**src/rtl/ingress_rr_sched.sv**
```systemverilog
// Round-robin ingress scheduler: grants one of four PHY FIFOs to the frame decoder,
// with an ack timeout on offered grants and a watchdog on active frames.
module ingress_rr_sched #(
  parameter int unsigned ACK_TO  = 15,
  parameter int unsigned MAX_CYC = 4095
) (
  input  logic       clk,
  input  logic       arst_n,
  input  logic [3:0] req,
  input  logic       h_fifo_full,
  input  logic       b_fifo_afull,
  input  logic       ack,
  input  logic       done,
  output logic       gnt_valid,
  output logic [1:0] gnt_id,
  output logic [3:0] gnt_onehot,
  output logic       abort,
  output logic [7:0] abort_cnt
);

  localparam int unsigned WaitW = (ACK_TO > 1) ? $clog2(ACK_TO) : 1;

  typedef enum logic [1:0] {StIdle, StOffer, StActive, StHoldoff} state_e;

  state_e             state_q, state_d;
  logic [1:0]         ptr_q, ptr_d;
  logic [1:0]         gnt_id_q, gnt_id_d;
  logic               gnt_valid_q, gnt_valid_d;
  logic               abort_q, abort_d;
  logic [7:0]         abort_cnt_q, abort_cnt_d;
  logic [WaitW-1:0]   wait_cnt_q, wait_cnt_d;
  logic [11:0]        wd_cnt_q, wd_cnt_d;

  logic               eligible;
  logic               pick_found;
  logic [1:0]         pick_id;
  logic [1:0]         idx;

  assign eligible = (|req) & ~h_fifo_full & ~b_fifo_afull;

  // Search starts one past the last served port so every requester gets a turn.
  always_comb begin
    pick_found = 1'b0;
    pick_id    = ptr_q;
    idx        = '0;
    for (int k = 1; k <= 4; k++) begin
      idx = ptr_q + 2'(k);
      if (!pick_found && req[idx]) begin
        pick_found = 1'b1;
        pick_id    = idx;
      end
    end
  end

  always_comb begin
    state_d     = state_q;
    ptr_d       = ptr_q;
    gnt_id_d    = gnt_id_q;
    gnt_valid_d = gnt_valid_q;
    abort_d     = 1'b0;
    abort_cnt_d = abort_cnt_q;
    wait_cnt_d  = wait_cnt_q;
    wd_cnt_d    = wd_cnt_q;

    unique case (state_q)
      StIdle: begin
        gnt_valid_d = 1'b0;
        if (eligible) begin
          gnt_id_d    = pick_id;
          gnt_valid_d = 1'b1;
          wait_cnt_d  = '0;
          state_d     = StOffer;
        end
      end
      StOffer: begin
        if (ack) begin
          ptr_d    = gnt_id_q;
          wd_cnt_d = '0;
          state_d  = StActive;
        end else if (!req[gnt_id_q] || wait_cnt_q == WaitW'(ACK_TO - 1)) begin
          // Withdrawn port still counts as served so it cannot lock others out.
          gnt_valid_d = 1'b0;
          ptr_d       = gnt_id_q;
          state_d     = StHoldoff;
        end else begin
          wait_cnt_d = wait_cnt_q + 1'b1;
        end
      end
      StActive: begin
        if (done) begin
          gnt_valid_d = 1'b0;
          state_d     = StHoldoff;
        end else if (wd_cnt_q == 12'(MAX_CYC - 1)) begin
          abort_d     = 1'b1;
          gnt_valid_d = 1'b0;
          if (abort_cnt_q != 8'hff) abort_cnt_d = abort_cnt_q + 8'd1;
          state_d     = StHoldoff;
        end else begin
          wd_cnt_d = wd_cnt_q + 12'd1;
        end
      end
      StHoldoff: begin
        gnt_valid_d = 1'b0;
        state_d     = StIdle;
      end
      default: begin
        gnt_valid_d = 1'b0;
        state_d     = StIdle;
      end
    endcase
  end

  always_ff @(posedge clk or negedge arst_n) begin
    if (!arst_n) begin
      state_q     <= StIdle;
      ptr_q       <= 2'd3;
      gnt_id_q    <= 2'd0;
      gnt_valid_q <= 1'b0;
      abort_q     <= 1'b0;
      abort_cnt_q <= 8'd0;
      wait_cnt_q  <= '0;
      wd_cnt_q    <= 12'd0;
    end else begin
      state_q     <= state_d;
      ptr_q       <= ptr_d;
      gnt_id_q    <= gnt_id_d;
      gnt_valid_q <= gnt_valid_d;
      abort_q     <= abort_d;
      abort_cnt_q <= abort_cnt_d;
      wait_cnt_q  <= wait_cnt_d;
      wd_cnt_q    <= wd_cnt_d;
    end
  end

  assign gnt_valid  = gnt_valid_q;
  assign gnt_id     = gnt_id_q;
  assign abort      = abort_q;
  assign abort_cnt  = abort_cnt_q;
  assign gnt_onehot = gnt_valid_q ? (4'b0001 << gnt_id_q) : 4'b0000;

endmodule

```
**config.mk**
```make
export PLATFORM = sky130hd
export DESIGN_NAME = ingress_rr_sched
export DESIGN_NICKNAME = d
export VERILOG_FILES = /design/src/rtl/ingress_rr_sched.sv
export SDC_FILE = /design/constraint.sdc
export NUM_CORES = 1
export LEC_CHECK = 0
export BUFFER_PORTS_ARGS = -buffer_cell sky130_fd_sc_hd__buf_2
export CAP_MARGIN = 20
export CORE_MARGIN = 2
export CORE_UTILIZATION = 45
export CTS_CLUSTER_DIAMETER = 40
export DETAILED_ROUTE_END_ITERATION = 10
export MAX_ROUTING_LAYER = met4
export PLACE_DENSITY = 0.73
export SLEW_MARGIN = 40
export SYNTH_ARGS = -nofsm -noshare
export SYNTH_HDL_FRONTEND = slang
export SYNTH_SLANG_ARGS = --single-unit
```
**constraint.sdc**
```tcl
create_clock -name clk -period 5.6 [get_ports clk]
set_clock_uncertainty 0.05 [all_clocks]
set_input_delay 1.12 -clock clk [delete_from_list [all_inputs] [get_ports clk]]
set_output_delay 1.12 -clock clk [all_outputs]
set_load 0.02 [all_outputs]
```
Word level (Yosys, flattened, before mapping). Index checks and enable logic that the tools add are counted.

Bits in registers: 32. Output and inout bits: 16.

$add $sub $neg: 6. Order comparisons: 5. Equality and inequality tests: 15. Shift operators: 1. Multiplexer cells: 43. Bitwise operators: 5. Reduce and logical (&&, ||, !) cells: 20.

Operator list (count): $mux W12 (3); $pmux W12 S2 (1); $mux W2 (11); $mux W1 (16); $mux W4 (4); $lt A2 B3 Y1 const B (5); $ne A2 B2 Y1 const B (7); $add A12 B1 Y12 const B (1); $eq A12 B12 Y1 const B (1); $reduce_and A4 Y1 (3); $bmux W1 S2 (5); $add A8 B1 Y8 const B (1); $ne A8 B8 Y1 const B (1); $pmux W2 S4 (1); $pmux W4 S2 (1); $ne A3 B3 Y1 const B (2); $reduce_and A3 Y1 (2); $reduce_bool A2 Y1 (3); $add A2 B2 Y2 const B (2); $add A4 B1 Y4 const B (1); $eq A2 B2 Y1 const B (2); $eq A4 B4 Y1 const B (1); $logic_not A1 Y1 (4); $pmux W1 S4 (1); other kinds (10) (16).

Depth between registers and ports, before layout.
Depth in word-level cells: 13. Gate-level depth with buffers: 8.

Worst setup path before layout. OpenSTA, ideal clock, no wires.

Path kind: input -> register. From: input done. To: register wd_cnt_q[11]. Data arrival time: 2.361 ns. Path slack: 3.064 ns. Cell stages on the path: 5. Path through: nand2b_1 buf_2 a211o_1 nor4_1 mux2_2.

Cells in the longest elaborated chain, start to end: 2.

Ends and longest elaborated chain: from (decl) (line 13) `input logic done,`; $ne A2 B2 Y1 (no source line); $reduce_and A4 Y1 (no source line); to (signal assigned) (line 131) `wd_cnt_q <= wd_cnt_d;`; to (decl) (line 32) `logic [11:0] wd_cnt_q, wd_cnt_d;`.

Every way passes these cells. A chain may end at the register's enable or synchronous reset.

Final worst setup path. Ends and elaborated chain as after synthesis.

==> summary.txt <==
STA
  • Worst slew pin tran: 0.757 ns
  • Min cycle time layout: 2.60 ns
  • Setup violators final: 0
  • Fin. max-slew vios: 0
  • Worst setup margin: 3.00 ns
  • Setup TNS: 0 ns
  • Final number of hold-violating endpoints: 0
  • Slew margin rel.: 48.9%
  • RSZ-0062 raised after global routing: false
  • Fmax: 385 MHz
  • Tcrit/Tclk final: 46.4%

Critical path
  • Critical path class: in2reg
  • CP required: 5.72 ns
  • Crit-path max cell delay: 0.46 ns
  • FF-to-FF setup slack: 3.16 ns
  • CP Cell Sequence: buf_2 -> nand2b_1 -> a211o_1 -> nor4_1 -> mux2_2
  • Cells on worst reg2reg path: 6
  • Crit. End Element: flop
  • CP Max Fanout: 9
  • Crit path DAT: 2.72 ns
  • Slowest cell on the critical path: a211o_1
  • CP startpoint kind: input port

CTS
  • Clk sink count: 32
  • Hold-fix buffers, CTS: 0
  • CTS tree: yes
  • CTS resizes: 0
  • Clock Path Buffers: 2
  • # Post-CTS Setup Buffers: 0
  • Clock root cell: clkbuf_8
  • Clock transition at path regs: 0.07 ns
  • Skew-Pair Late Insertion Delay: 0.28 ns
  • TritonCTS Buffers: 5
  • CTS H-tree depth: 2

Global routing
  • Initial antenna violation count: 0
  • Largest net degree at the start of global routing: 33
  • First-pass GRT wire length: 7440 µm
  • Vias in the first global route: 1656
  • Gr ovfl total: 0
  • Gr usage total: 18.9%

Yosys
  • Unique masters post-synth: 53
  • Register area share after synthesis: 38.9%
  • Synth top area share: 36.3%
  • Cell Area, Synth: 0.00207 mm²
  • FFs w/ async S/R, synth: 100%
  • Area contributors post-synth: dfrtp_1 36%, ha_1 5.4%, mux2_2 4.9%
  • Top post-synthesis cells by count: 30 x dfrtp_1, 16 x nand2_1, 16 x nand3_1
  • Syn_area_per_cell: 9.66 µm²
  • Register bit count reported by yosys: 32
  • Cells after Synth: 214
  • Mapped Nets: 233
  • Ys Warns: 0
  • Count leader, synth: dfrtp_1
  • Area leader, netlist: dfrtp_1
  • Ys flop type: dfrtp_1
  • Post-synth EDFFs: 0

Route
  • Wirelength, routed: 4260 µm
  • Routed Antenna Nets: 0
  • Number of detailed-route iterations in the first pass: 4
  • Initial DRC count: 103
  • Remaining DRCs: 0
  • Mean routed wirelength per cell: 14.4 µm
  • Vias: 1743
  • Via/cell ratio: 5.91

Worst hold path
  • Worst min path class: reg2reg
  • Hold path depth: 1

Floorplanning
  • Starting density of the core: 47.1%
  • Core ar.: 0.00438 mm²
  • Die Span X: 71.8 µm
  • Row Count: 24
  • Die Y: 71.8 µm
  • # IOs: 26
  • Die ar.: 0.00515 mm²

Final layout
  • Diode count: 0
  • Nets@finish: 261
  • Fillers: 411
  • Share of cells above drive strength 1: 21.0%
  • Layout overhead on the synthesized area: 12.2%

Place
  • Place WS: 2.73 ns
  • GP Congestion: 0.828
  • Port bufs: 25
  • Post-DP HPWL: 3090 µm

Power
  • Worst VDD drop: 0.226 mV
  • Pleak: 1.03 nW
  • Cell Pwr Density: 350 mW/mm²

Run
  • Max Cap Viol: 0

Run status
  • Outcome: finished, final reports clean
==> logic make-up after synthesis <==
kind of cell    after synthesis  synth area share [%]
compound gates               48                  15.6
xor+xnor                      3                  1.27
flops                        32                  38.9
mux                          15                  8.47
buf+inv                      17                  3.63
fa+ha+maj                     9                  5.45
simple gates                 90                  26.8
==> where the power goes <==
part	switching (mW)	internal, mW
clock network	0.0834	0.0871
registers	0.0583	0.280
logic	0.178	0.125
==> area by class of cell <==
| type | instances | area [µm²] | share of cell area [%] |
|---|---|---|---|
| timing repair buffer | 26 | 135 | 5.83 |
| multi-input combinational | 165 | 1190 | 51.3 |
| sequential | 32 | 803 | 34.6 |
| clock buffer | 7 | 76.3 | 3.29 |
| tap | 52 | 65.1 | 2.81 |
| inverter | 12 | 45.0 | 1.94 |
| clock inverter | 1 | 5.00 | 0.216 |
==> per-layer routing <==
metal | GRT usage [%] | routed length (µm) | up-vias
met5 | - | 0 | -
met3 | 5.06 | 143 | 6
met4 | 4.82 | 49 | 0
met1 | 24.1 | 2040 | 840
li1 | - | - | 871
met2 | 30.0 | 2030 | 26
==> path summary, 6_finish.rpt <==
kind	end	from
setup / recovery	wd_cnt_q[11]$_DFFE_PN0P_	done
hold / removal	abort_cnt[0]$_DFFE_PN0P_	abort_cnt[0]$_DFFE_PN0P_
setup reg to reg	wd_cnt_q[11]$_DFFE_PN0P_	state_q[0]$_DFFE_PN0P_
hold reg to reg	abort_cnt[0]$_DFFE_PN0P_	abort_cnt[0]$_DFFE_PN0P_
max in group asynchronous	ptr_q[1]$_DFFE_PN1P_	arst_n
min in group asynchronous	wd_cnt_q[3]$_DFFE_PN0P_	arst_n
==> per-stage QoR <==
step | cell area (µm²) | std cells | power, mW | utilization [%] | hold slack [ns]
after floorplan | 2070 | 214 | 0.563 | - | 0.469
after global placement | 2230 | 287 | 0.638 | 51.0 | 0.456
after detailed placement | 2230 | 287 | 0.646 | 51.0 | 0.456
after CTS | 2320 | 295 | 0.819 | 52.8 | 0.466
after global routing | 2320 | 295 | 0.880 | 52.9 | 0.511
final | 2320 | 295 | 0.811 | 52.9 | 0.462
==> worst max-delay path: cells and delay by family <==
kind | cells | cell delay (ns)
AOI/OAI and AO/OA | 1 | 0.46
and+or+nand+nor | 2 | 0.65
buffers and inverters | 1 | 0.10
muxes | 1 | 0.38
==> state kept, by name, summed over array words and instances, names as in the netlist <==
signal	count
ptr_q	2
abort_cnt	8
abort	1
gnt_valid	1
wd_cnt_q	12
state_q	2
gnt_id	2
wait_cnt_q	4
==> cells in the final DEF, fill, tap and decap left out, types with 2 or more instances in the layout <==
cell type	instances
clkbuf_8	5
o31ai_1	7
nor2b_1	5
or4_1	8
a211oi_1	2
nor4_1	6
nor3_1	2
a2bb2oi_1	2
a31oi_1	4
ha_1	9
dfstp_2	2
mux2i_1	4
inv_1	12
buf_2	24
mux2_2	9
buf_4	2
a22oi_1	2
xor2_1	2
o211ai_1	2
dfrtp_1	30
clkbuf_1	2
nor2_1	9
and3_1	2
nand3b_1	2
nand2_1	16
and2_1	2
nand3_1	16
nand2b_1	6
o21ai_0	10
nand4_1	2
or3_1	4
a21oi_1	9
o31a_1	2
No activity file was read; power rests on OpenSTA's default activity.
